## config.mk

```make
export PLATFORM = sky130hd
export DESIGN_NAME = audio_mixer
export DESIGN_NICKNAME = d
export VERILOG_FILES = /design/src/rtl/audio_mixer.sv
export SDC_FILE = /design/constraint.sdc
export NUM_CORES = 1
export LEC_CHECK = 0
export ABC_CLOCK_PERIOD_IN_PS = 8130
export BUFFER_PORTS_ARGS = -buffer_cell sky130_fd_sc_hd__buf_2
export CAP_MARGIN = 40
export CELL_PAD_IN_SITES_DETAIL_PLACEMENT = 0
export CELL_PAD_IN_SITES_GLOBAL_PLACEMENT = 1
export CORE_MARGIN = 2
export CORE_UTILIZATION = 30
export DETAILED_ROUTE_END_ITERATION = 10
export PLACE_DENSITY_LB_ADDON = 0.1
export SYNTH_ARGS = -nofsm -noshare
export SYNTH_HDL_FRONTEND = slang
export SYNTH_SLANG_ARGS = --single-unit
```

## constraint.sdc

```tcl
create_clock -name i_clock -period 8.13 [get_ports i_clock]
set_input_delay 1.626 -clock i_clock [delete_from_list [all_inputs] [get_ports i_clock]]
set_output_delay 1.626 -clock i_clock [all_outputs]
set_load 0.01 [all_outputs]
```

## src/rtl/audio_mixer.sv

```systemverilog
// rtl/audio_mixer.sv - sequential stereo mixer with per-channel and master volume
//
// Purpose: on every toggle of the output sample clock, wait LATCH_DELAY cycles,
// accumulate CHANNELS volume-scaled stereo samples (one channel per cycle),
// apply master volume, saturate to 16 bits and present the result for one
// valid pulse. The result is held until the next mix completes.
//
// Optional feature macro: AUDIO_MIXER_CLIP_COUNT_EN (saturating clip counter).
//
// Ports:
//   i_clock                 system clock
//   i_reset                 asynchronous active-high reset
//   i_output_sample_clock   sample clock; either edge starts a mix
//   i_channel_left/right    16-bit signed samples, channel n at [16n+15:16n]
//   i_channel_volume        4-bit volume per channel, channel n at [4n+3:4n]
//   i_master_volume         4-bit master volume
//   o_sample_left/right     mixed 16-bit signed samples (held)
//   o_sample_valid          one-cycle pulse when o_sample_* update
//   o_clip                  pulse with o_sample_valid if either side saturated
//   i_clip_count_clear      (AUDIO_MIXER_CLIP_COUNT_EN) zero the clip counter
//   o_clip_count            (AUDIO_MIXER_CLIP_COUNT_EN) saturating clip count
//   o_overrun               pulse when a toggle is dropped during a mix
module audio_mixer #(
  parameter int CHANNELS    = 4,
  parameter int LATCH_DELAY = 3
) (
  input  logic                    i_clock,
  input  logic                    i_reset,
  input  logic                    i_output_sample_clock,
  input  logic [16*CHANNELS-1:0]  i_channel_left,
  input  logic [16*CHANNELS-1:0]  i_channel_right,
  input  logic [4*CHANNELS-1:0]   i_channel_volume,
  input  logic [3:0]              i_master_volume,
  output logic [15:0]             o_sample_left,
  output logic [15:0]             o_sample_right,
  output logic                    o_sample_valid,
  output logic                    o_clip,
`ifdef AUDIO_MIXER_CLIP_COUNT_EN
  input  logic                    i_clip_count_clear,
  output logic [15:0]             o_clip_count,
`endif
  output logic                    o_overrun
);

  localparam int ACC_W = 17 + $clog2(CHANNELS);
  localparam int PW    = ACC_W + 5;
  localparam int IDX_W = (CHANNELS > 1) ? $clog2(CHANNELS) : 1;
  localparam int CNT_W = (LATCH_DELAY > 1) ? $clog2(LATCH_DELAY + 1) : 1;

  localparam logic [2:0] S_IDLE   = 3'd0;
  localparam logic [2:0] S_WAIT   = 3'd1;
  localparam logic [2:0] S_ACCUM  = 3'd2;
  localparam logic [2:0] S_MASTER = 3'd3;
  localparam logic [2:0] S_OUTPUT = 3'd4;

  localparam logic signed [ACC_W-1:0] SAT_MAX = ACC_W'(32767);
  localparam logic signed [ACC_W-1:0] SAT_MIN = ACC_W'(-32768);

  // Volume 15 is exact unity rather than 15/16; 0 mutes; otherwise x*v/16
  // with an arithmetic shift (rounds toward -inf).
  function automatic logic signed [ACC_W-1:0] scale(input logic signed [ACC_W-1:0] x,
                                                    input logic [3:0] v);
    logic signed [PW-1:0] ve;
    logic signed [PW-1:0] p;
    ve = PW'($signed({1'b0, v}));
    p  = PW'(x) * ve;
    p  = p >>> 4;
    if (v == 4'd15)     return x;
    else if (v == 4'd0) return '0;
    else                return p[ACC_W-1:0];
  endfunction

  // Returns {clip, value}.
  function automatic logic [16:0] saturate(input logic signed [ACC_W-1:0] a);
    if (a > SAT_MAX)      return {1'b1, 16'h7FFF};
    else if (a < SAT_MIN) return {1'b1, 16'h8000};
    else                  return {1'b0, a[15:0]};
  endfunction

  logic [2:0]              state_q, state_d;
  logic                    last_clk_q;
  logic [CNT_W-1:0]        cnt_q, cnt_d;
  logic [IDX_W-1:0]        idx_q, idx_d;
  logic signed [ACC_W-1:0] acc_l_q, acc_l_d, acc_r_q, acc_r_d;
  logic [15:0]             sat_l_q, sat_l_d, sat_r_q, sat_r_d;
  logic                    clip_l_q, clip_l_d, clip_r_q, clip_r_d;
  logic [15:0]             out_l_q, out_l_d, out_r_q, out_r_d;
  logic                    valid_q, valid_d, clip_q, clip_d, overrun_q, overrun_d;

  logic                    toggle;
  logic signed [15:0]      ch_l, ch_r;
  logic [3:0]              ch_vol;
  logic [16:0]             res_l, res_r;

  always_comb begin
    toggle    = (i_output_sample_clock != last_clk_q);
    ch_l      = i_channel_left[int'(idx_q)*16 +: 16];
    ch_r      = i_channel_right[int'(idx_q)*16 +: 16];
    ch_vol    = i_channel_volume[int'(idx_q)*4 +: 4];
    res_l     = saturate(scale(acc_l_q, i_master_volume));
    res_r     = saturate(scale(acc_r_q, i_master_volume));

    state_d   = state_q;
    cnt_d     = cnt_q;
    idx_d     = idx_q;
    acc_l_d   = acc_l_q;
    acc_r_d   = acc_r_q;
    sat_l_d   = sat_l_q;
    sat_r_d   = sat_r_q;
    clip_l_d  = clip_l_q;
    clip_r_d  = clip_r_q;
    out_l_d   = out_l_q;
    out_r_d   = out_r_q;
    valid_d   = 1'b0;
    clip_d    = 1'b0;
    // A toggle outside IDLE is dropped; the running mix continues untouched.
    overrun_d = toggle && (state_q != S_IDLE);

    case (state_q)
      S_IDLE: begin
        if (toggle) begin
          if (LATCH_DELAY == 0) begin
            state_d = S_ACCUM;
            idx_d   = '0;
            acc_l_d = '0;
            acc_r_d = '0;
          end else begin
            state_d = S_WAIT;
            cnt_d   = CNT_W'(LATCH_DELAY);
          end
        end
      end
      S_WAIT: begin
        cnt_d = cnt_q - 1'b1;
        // Leaving on the count-to-zero cycle gives exactly LATCH_DELAY waits.
        if (cnt_q == CNT_W'(1)) begin
          state_d = S_ACCUM;
          idx_d   = '0;
          acc_l_d = '0;
          acc_r_d = '0;
        end
      end
      S_ACCUM: begin
        acc_l_d = acc_l_q + scale(ACC_W'(ch_l), ch_vol);
        acc_r_d = acc_r_q + scale(ACC_W'(ch_r), ch_vol);
        idx_d   = idx_q + 1'b1;
        if (idx_q == IDX_W'(CHANNELS - 1)) state_d = S_MASTER;
      end
      S_MASTER: begin
        sat_l_d  = res_l[15:0];
        clip_l_d = res_l[16];
        sat_r_d  = res_r[15:0];
        clip_r_d = res_r[16];
        state_d  = S_OUTPUT;
      end
      S_OUTPUT: begin
        out_l_d = sat_l_q;
        out_r_d = sat_r_q;
        valid_d = 1'b1;
        clip_d  = clip_l_q | clip_r_q;
        state_d = S_IDLE;
      end
      default: state_d = S_IDLE;
    endcase
  end

  always_ff @(posedge i_clock or posedge i_reset) begin
    if (i_reset) begin
      state_q    <= S_IDLE;
      last_clk_q <= 1'b0;
      cnt_q      <= '0;
      idx_q      <= '0;
      acc_l_q    <= '0;
      acc_r_q    <= '0;
      sat_l_q    <= '0;
      sat_r_q    <= '0;
      clip_l_q   <= 1'b0;
      clip_r_q   <= 1'b0;
      out_l_q    <= '0;
      out_r_q    <= '0;
      valid_q    <= 1'b0;
      clip_q     <= 1'b0;
      overrun_q  <= 1'b0;
    end else begin
      state_q    <= state_d;
      last_clk_q <= i_output_sample_clock;
      cnt_q      <= cnt_d;
      idx_q      <= idx_d;
      acc_l_q    <= acc_l_d;
      acc_r_q    <= acc_r_d;
      sat_l_q    <= sat_l_d;
      sat_r_q    <= sat_r_d;
      clip_l_q   <= clip_l_d;
      clip_r_q   <= clip_r_d;
      out_l_q    <= out_l_d;
      out_r_q    <= out_r_d;
      valid_q    <= valid_d;
      clip_q     <= clip_d;
      overrun_q  <= overrun_d;
    end
  end

  assign o_sample_left  = out_l_q;
  assign o_sample_right = out_r_q;
  assign o_sample_valid = valid_q;
  assign o_clip         = clip_q;
  assign o_overrun      = overrun_q;

`ifdef AUDIO_MIXER_CLIP_COUNT_EN
  logic [15:0] clip_cnt_q;

  // Clear wins over a coincident increment; the count sticks at 0xFFFF.
  always_ff @(posedge i_clock or posedge i_reset) begin
    if (i_reset)                              clip_cnt_q <= '0;
    else if (i_clip_count_clear)              clip_cnt_q <= '0;
    else if (clip_q && clip_cnt_q != 16'hFFFF) clip_cnt_q <= clip_cnt_q + 16'd1;
  end

  assign o_clip_count = clip_cnt_q;
`endif

endmodule

```

==> metrics.log <==
[metrics] routed via count divided by cell count: 4.581
[metrics] share of flip-flops with an asynchronous set or reset: 100.0%
[metrics] Avg WL per Cell: 15.13 um
[metrics] global-route usage over all layers: 15.43%
[metrics] CTS H-tree depth: 4
[metrics] io pins: 186
[metrics] number of CTS-inserted buffers: 17
[metrics] pin count of the biggest net entering global routing: 48
[metrics] maximum buffer depth of the clock tree: 2
[metrics] first-pass GRT wire length: 72000 um
[metrics] final critical-path required period: 7.493 ns
[metrics] detailed router's first-iteration violation count: 468
[metrics] path type of the worst min-delay path: reg -> reg
[metrics] number of synthesized register bits: 115
[metrics] buffers added on ports: 185
[metrics] Cells after DPL: 2811
[metrics] first-pass iteration count of the detailed router: 4
[metrics] number of global-route vias before repair: 13580
[metrics] number of pins with negative max-slew slack in the final report: 0
[metrics] Die Width: 241.4 um
[metrics] # hold bufs at CTS: 0
[metrics] worst slew margin relative to its limit: 47.83%
[metrics] via count of the routed design: 13020
[metrics] worst r2r dst: acc_r_q[18]$_DFFE_PP0P_
[metrics] portion of the post-synthesis area used by sequential elements: 17.02%
[metrics] most used cells in the layout excluding fill and tap cells: 329 x sky130_fd_sc_hd__inv_1, 201 x sky130_fd_sc_hd__and2_1, 196 x sky130_fd_sc_hd__ha_1, 194 x sky130_fd_sc_hd__nand2_1, 185 x sky130_fd_sc_hd__buf_2
[metrics] worst hold path stage count: 2
[metrics] Remaining DRCs: 0
[metrics] routed wire length: 43020 um
[metrics] clock skew after layout: 0.01119 ns
[metrics] share of cells above drive strength 1: 16.15%
[metrics] final number of hold-violating endpoints: 0
[metrics] area added between synthesis and finish: 13.58%
[metrics] Max FO, Critical Path: 19
[metrics] destination of the critical timing path: acc_r_q[18]$_DFFE_PP0P_
[metrics] WL met2: 18280 um
[metrics] Final #Nets: 2561
[metrics] global placement routability congestion: 0.7982
[metrics] clock edge transition at the registers on the reported setup and hold paths: 0.06 ns
[metrics] netlist area before placement: 0.01691 mm^2
[metrics] data arrival time of the critical path: 7.81 ns
[metrics] status: finished, final reports clean
[metrics] Worst-Skew Late Latency: 0.43 ns
[metrics] y dimension of the die: 241.4 um
[metrics] max-capacitance violation count: 0
[metrics] final cycle utilization of the critical path: 92.17%
[metrics] initial standard-cell utilization of the core: 30.17%
[metrics] RSZ-0062 raised after global routing: no
[metrics] total global routing overflow: 0
[metrics] CTS tree: built
[metrics] final instance count without filler cells: 2843
[metrics] flip-flop cell with the highest count after synthesis: sky130_fd_sc_hd__dfrtp_1
[metrics] placed standard-cell area: 0.01864 mm^2
[metrics] setup total negative slack: 0 ns
[metrics] number of enable-type register cells in the synthesized netlist: 0
[metrics] Avg Synthesized Cell Area: 8.813 um^2
[metrics] Yosys top cell area share: 17.02%
[metrics] Reg2Reg Launch Point: idx_q[0]$_DFFE_PP0P_
[metrics] kind of end point of the critical path: flip-flop
[metrics] Yosys warning total: 0
[metrics] CTS Root Buffer Type: sky130_fd_sc_hd__clkbuf_16
[metrics] Fmax: 133.5 MHz
[metrics] leading cell types by total area after synthesis: sky130_fd_sc_hd__dfrtp_1 17%, sky130_fd_sc_hd__fa_1 17%, sky130_fd_sc_hd__ha_1 15%
[metrics] final setup vio count: 0
[metrics] depth of the most critical reg-to-reg path: 27
[metrics] number of standard cells after synthesis: 1919
[metrics] smallest hold slack: 0.4788 ns
[metrics] number of clock sinks seen by CTS: 115
[metrics] cell row count: 87
[metrics] antenna diode count: 0
[metrics] largest area contributor in the synthesized netlist: sky130_fd_sc_hd__dfrtp_1
[metrics] net count of the mapped netlist: 2406
[metrics] transition at the pin with the smallest max-transition slack: 0.7825 ns
[metrics] top routing layer used: met4
[metrics] HPWL after detailed placement: 35710 um
[metrics] antenna violations before repair: 0
[metrics] post-synthesis cell type count: 70
[metrics] ANT nets after route: 0
[metrics] most common library cell in the layout ignoring fill and taps: sky130_fd_sc_hd__inv_1
[metrics] Worst EP required: 8.44 ns
[metrics] Resized Gates After CTS: 0
[metrics] critical path start-end classification: in -> reg
[metrics] kind of start point of the critical path: input pin
[metrics] reg-to-reg setup timing slack: 1.12 ns
[metrics] area of the core: 0.05606 mm^2
[metrics] met3 wire len: 1172 um
[metrics] Setup Buffers After CTS: 0
[metrics] met1 wire length: 23080 um
[metrics] worst setup path start: i_channel_volume[15]
[metrics] Die Outline Area: 0.05829 mm^2
[metrics] Final Instance Area: 0.01921 mm^2
## flip-flops by register name (all words and copies together) (netlist names)
name,flops
o_sample_valid,1
cnt_q,2
clip_l_q,1
sat_r_q,16
o_sample_right,16
sat_l_q,16
o_clip,1
clip_r_q,1
last_clk_q,1
acc_r_q,19
idx_q,2
acc_l_q,19
o_sample_left,16
o_overrun,1
state_q,3
## synthesized netlist by cell type (28+ instances only)
cell type / instances
sky130_fd_sc_hd__xnor2_1: 55
sky130_fd_sc_hd__and2_1: 201
sky130_fd_sc_hd__mux4_2: 36
sky130_fd_sc_hd__dfrtp_1: 115
sky130_fd_sc_hd__inv_1: 330
sky130_fd_sc_hd__o21ai_0: 89
sky130_fd_sc_hd__fa_1: 140
sky130_fd_sc_hd__a21oi_1: 65
sky130_fd_sc_hd__ha_1: 196
sky130_fd_sc_hd__o21ai_1: 28
sky130_fd_sc_hd__nand2_1: 194
sky130_fd_sc_hd__mux2_2: 32
sky130_fd_sc_hd__clkbuf_1: 54
sky130_fd_sc_hd__nor2_1: 49
sky130_fd_sc_hd__xor2_1: 44
## cells by family (layout without fill, tap and decap cells)
family / count (synthesis) / in the layout / share of synthesized area (%)
XOR/XNOR: 99 / 99 / 5.127
flip-flops: 115 / 115 / 17.02
buffers and inverters: 404 / 572 / 9.522
AO/OA/AOI/OAI: 332 / 332 / 13.11
AND/OR/NAND/NOR: 563 / 563 / 17.11
multiplexers: 70 / 70 / 7.044
adder cells (fa/ha/maj): 336 / 336 / 31.07
## final cells by class
| type | count | area, um^2 |
|---|---|---|
| clock buffer | 22 | 464.2 |
| clock inverter | 10 | 107.6 |
| fill | 5857 | 36850 |
| inverter | 330 | 1241 |
| multi-input combinational | 1400 | 12440 |
| sequential | 115 | 2880 |
| tap | 756 | 945.9 |
| timing repair buffer | 210 | 1134 |
## layer usage
| metal | GRT usage [%] | up-vias |
|---|---|---|
| met1 | 22.99 | 6130 |
| met3 | 1.231 | 26 |
| met5 | 0 | - |
| met2 | 24.29 | 208 |
| li1 | - | 6659 |
| met4 | 3.404 | 0 |
## how the worst min path moves through the flow
stage                                    to                     from  slack [ns]
CTS                    clip_l_q$_DFFE_PP0P_     clip_l_q$_DFFE_PP0P_        0.49
detailed placement     clip_l_q$_DFFE_PP0P_     clip_l_q$_DFFE_PP0P_        0.47
global route               o_clip$_DFF_PP0_     clip_l_q$_DFFE_PP0P_        0.50
floorplan              clip_l_q$_DFFE_PP0P_     clip_l_q$_DFFE_PP0P_        0.44
finish              sat_l_q[13]$_DFFE_PP0P_  sat_l_q[13]$_DFFE_PP0P_        0.48
global placement    sat_l_q[13]$_DFFE_PP0P_  sat_l_q[13]$_DFFE_PP0P_        0.46
## critical path, stage by stage
cell	delay (ns)
sky130_fd_sc_hd__buf_2	0.12
sky130_fd_sc_hd__mux4_2	0.61
sky130_fd_sc_hd__buf_4	0.25
sky130_fd_sc_hd__and2_1	0.15
sky130_fd_sc_hd__ha_1	0.29
sky130_fd_sc_hd__fa_1	0.53
sky130_fd_sc_hd__inv_1	0.05
sky130_fd_sc_hd__fa_1	0.53
sky130_fd_sc_hd__inv_1	0.04
sky130_fd_sc_hd__ha_1	0.34
sky130_fd_sc_hd__a21o_1	0.13
sky130_fd_sc_hd__a21oi_1	0.09
sky130_fd_sc_hd__o211ai_1	0.15
sky130_fd_sc_hd__o21ai_0	0.12
sky130_fd_sc_hd__or3_1	0.39
sky130_fd_sc_hd__a31oi_1	0.31
sky130_fd_sc_hd__a21oi_1	0.16
sky130_fd_sc_hd__o21bai_1	0.22
sky130_fd_sc_hd__a21oi_1	0.11
sky130_fd_sc_hd__xor2_1	0.15
sky130_fd_sc_hd__o21ai_0	0.19
sky130_fd_sc_hd__ha_1	0.32
sky130_fd_sc_hd__and3_1	0.17
sky130_fd_sc_hd__a21oi_1	0.18
sky130_fd_sc_hd__a31oi_1	0.13
sky130_fd_sc_hd__xnor2_1	0.19
sky130_fd_sc_hd__nor3_1	0.06
sky130_fd_sc_hd__o21bai_1	0.18
## through the flow
stage	setup WS, ns	utilization, %
6_report	0.6369	34.26
5_1_grt	0.08109	34.26
3_5_place_dp	0.2153	33.24
3_3_place_gp	0.2849	33.18
2_1_floorplan	0.8039	-
4_1_cts	0.6577	34.26
Power is not shown: default switching activity piles up to over one toggle a cycle in this logic, so the estimate is an artifact.
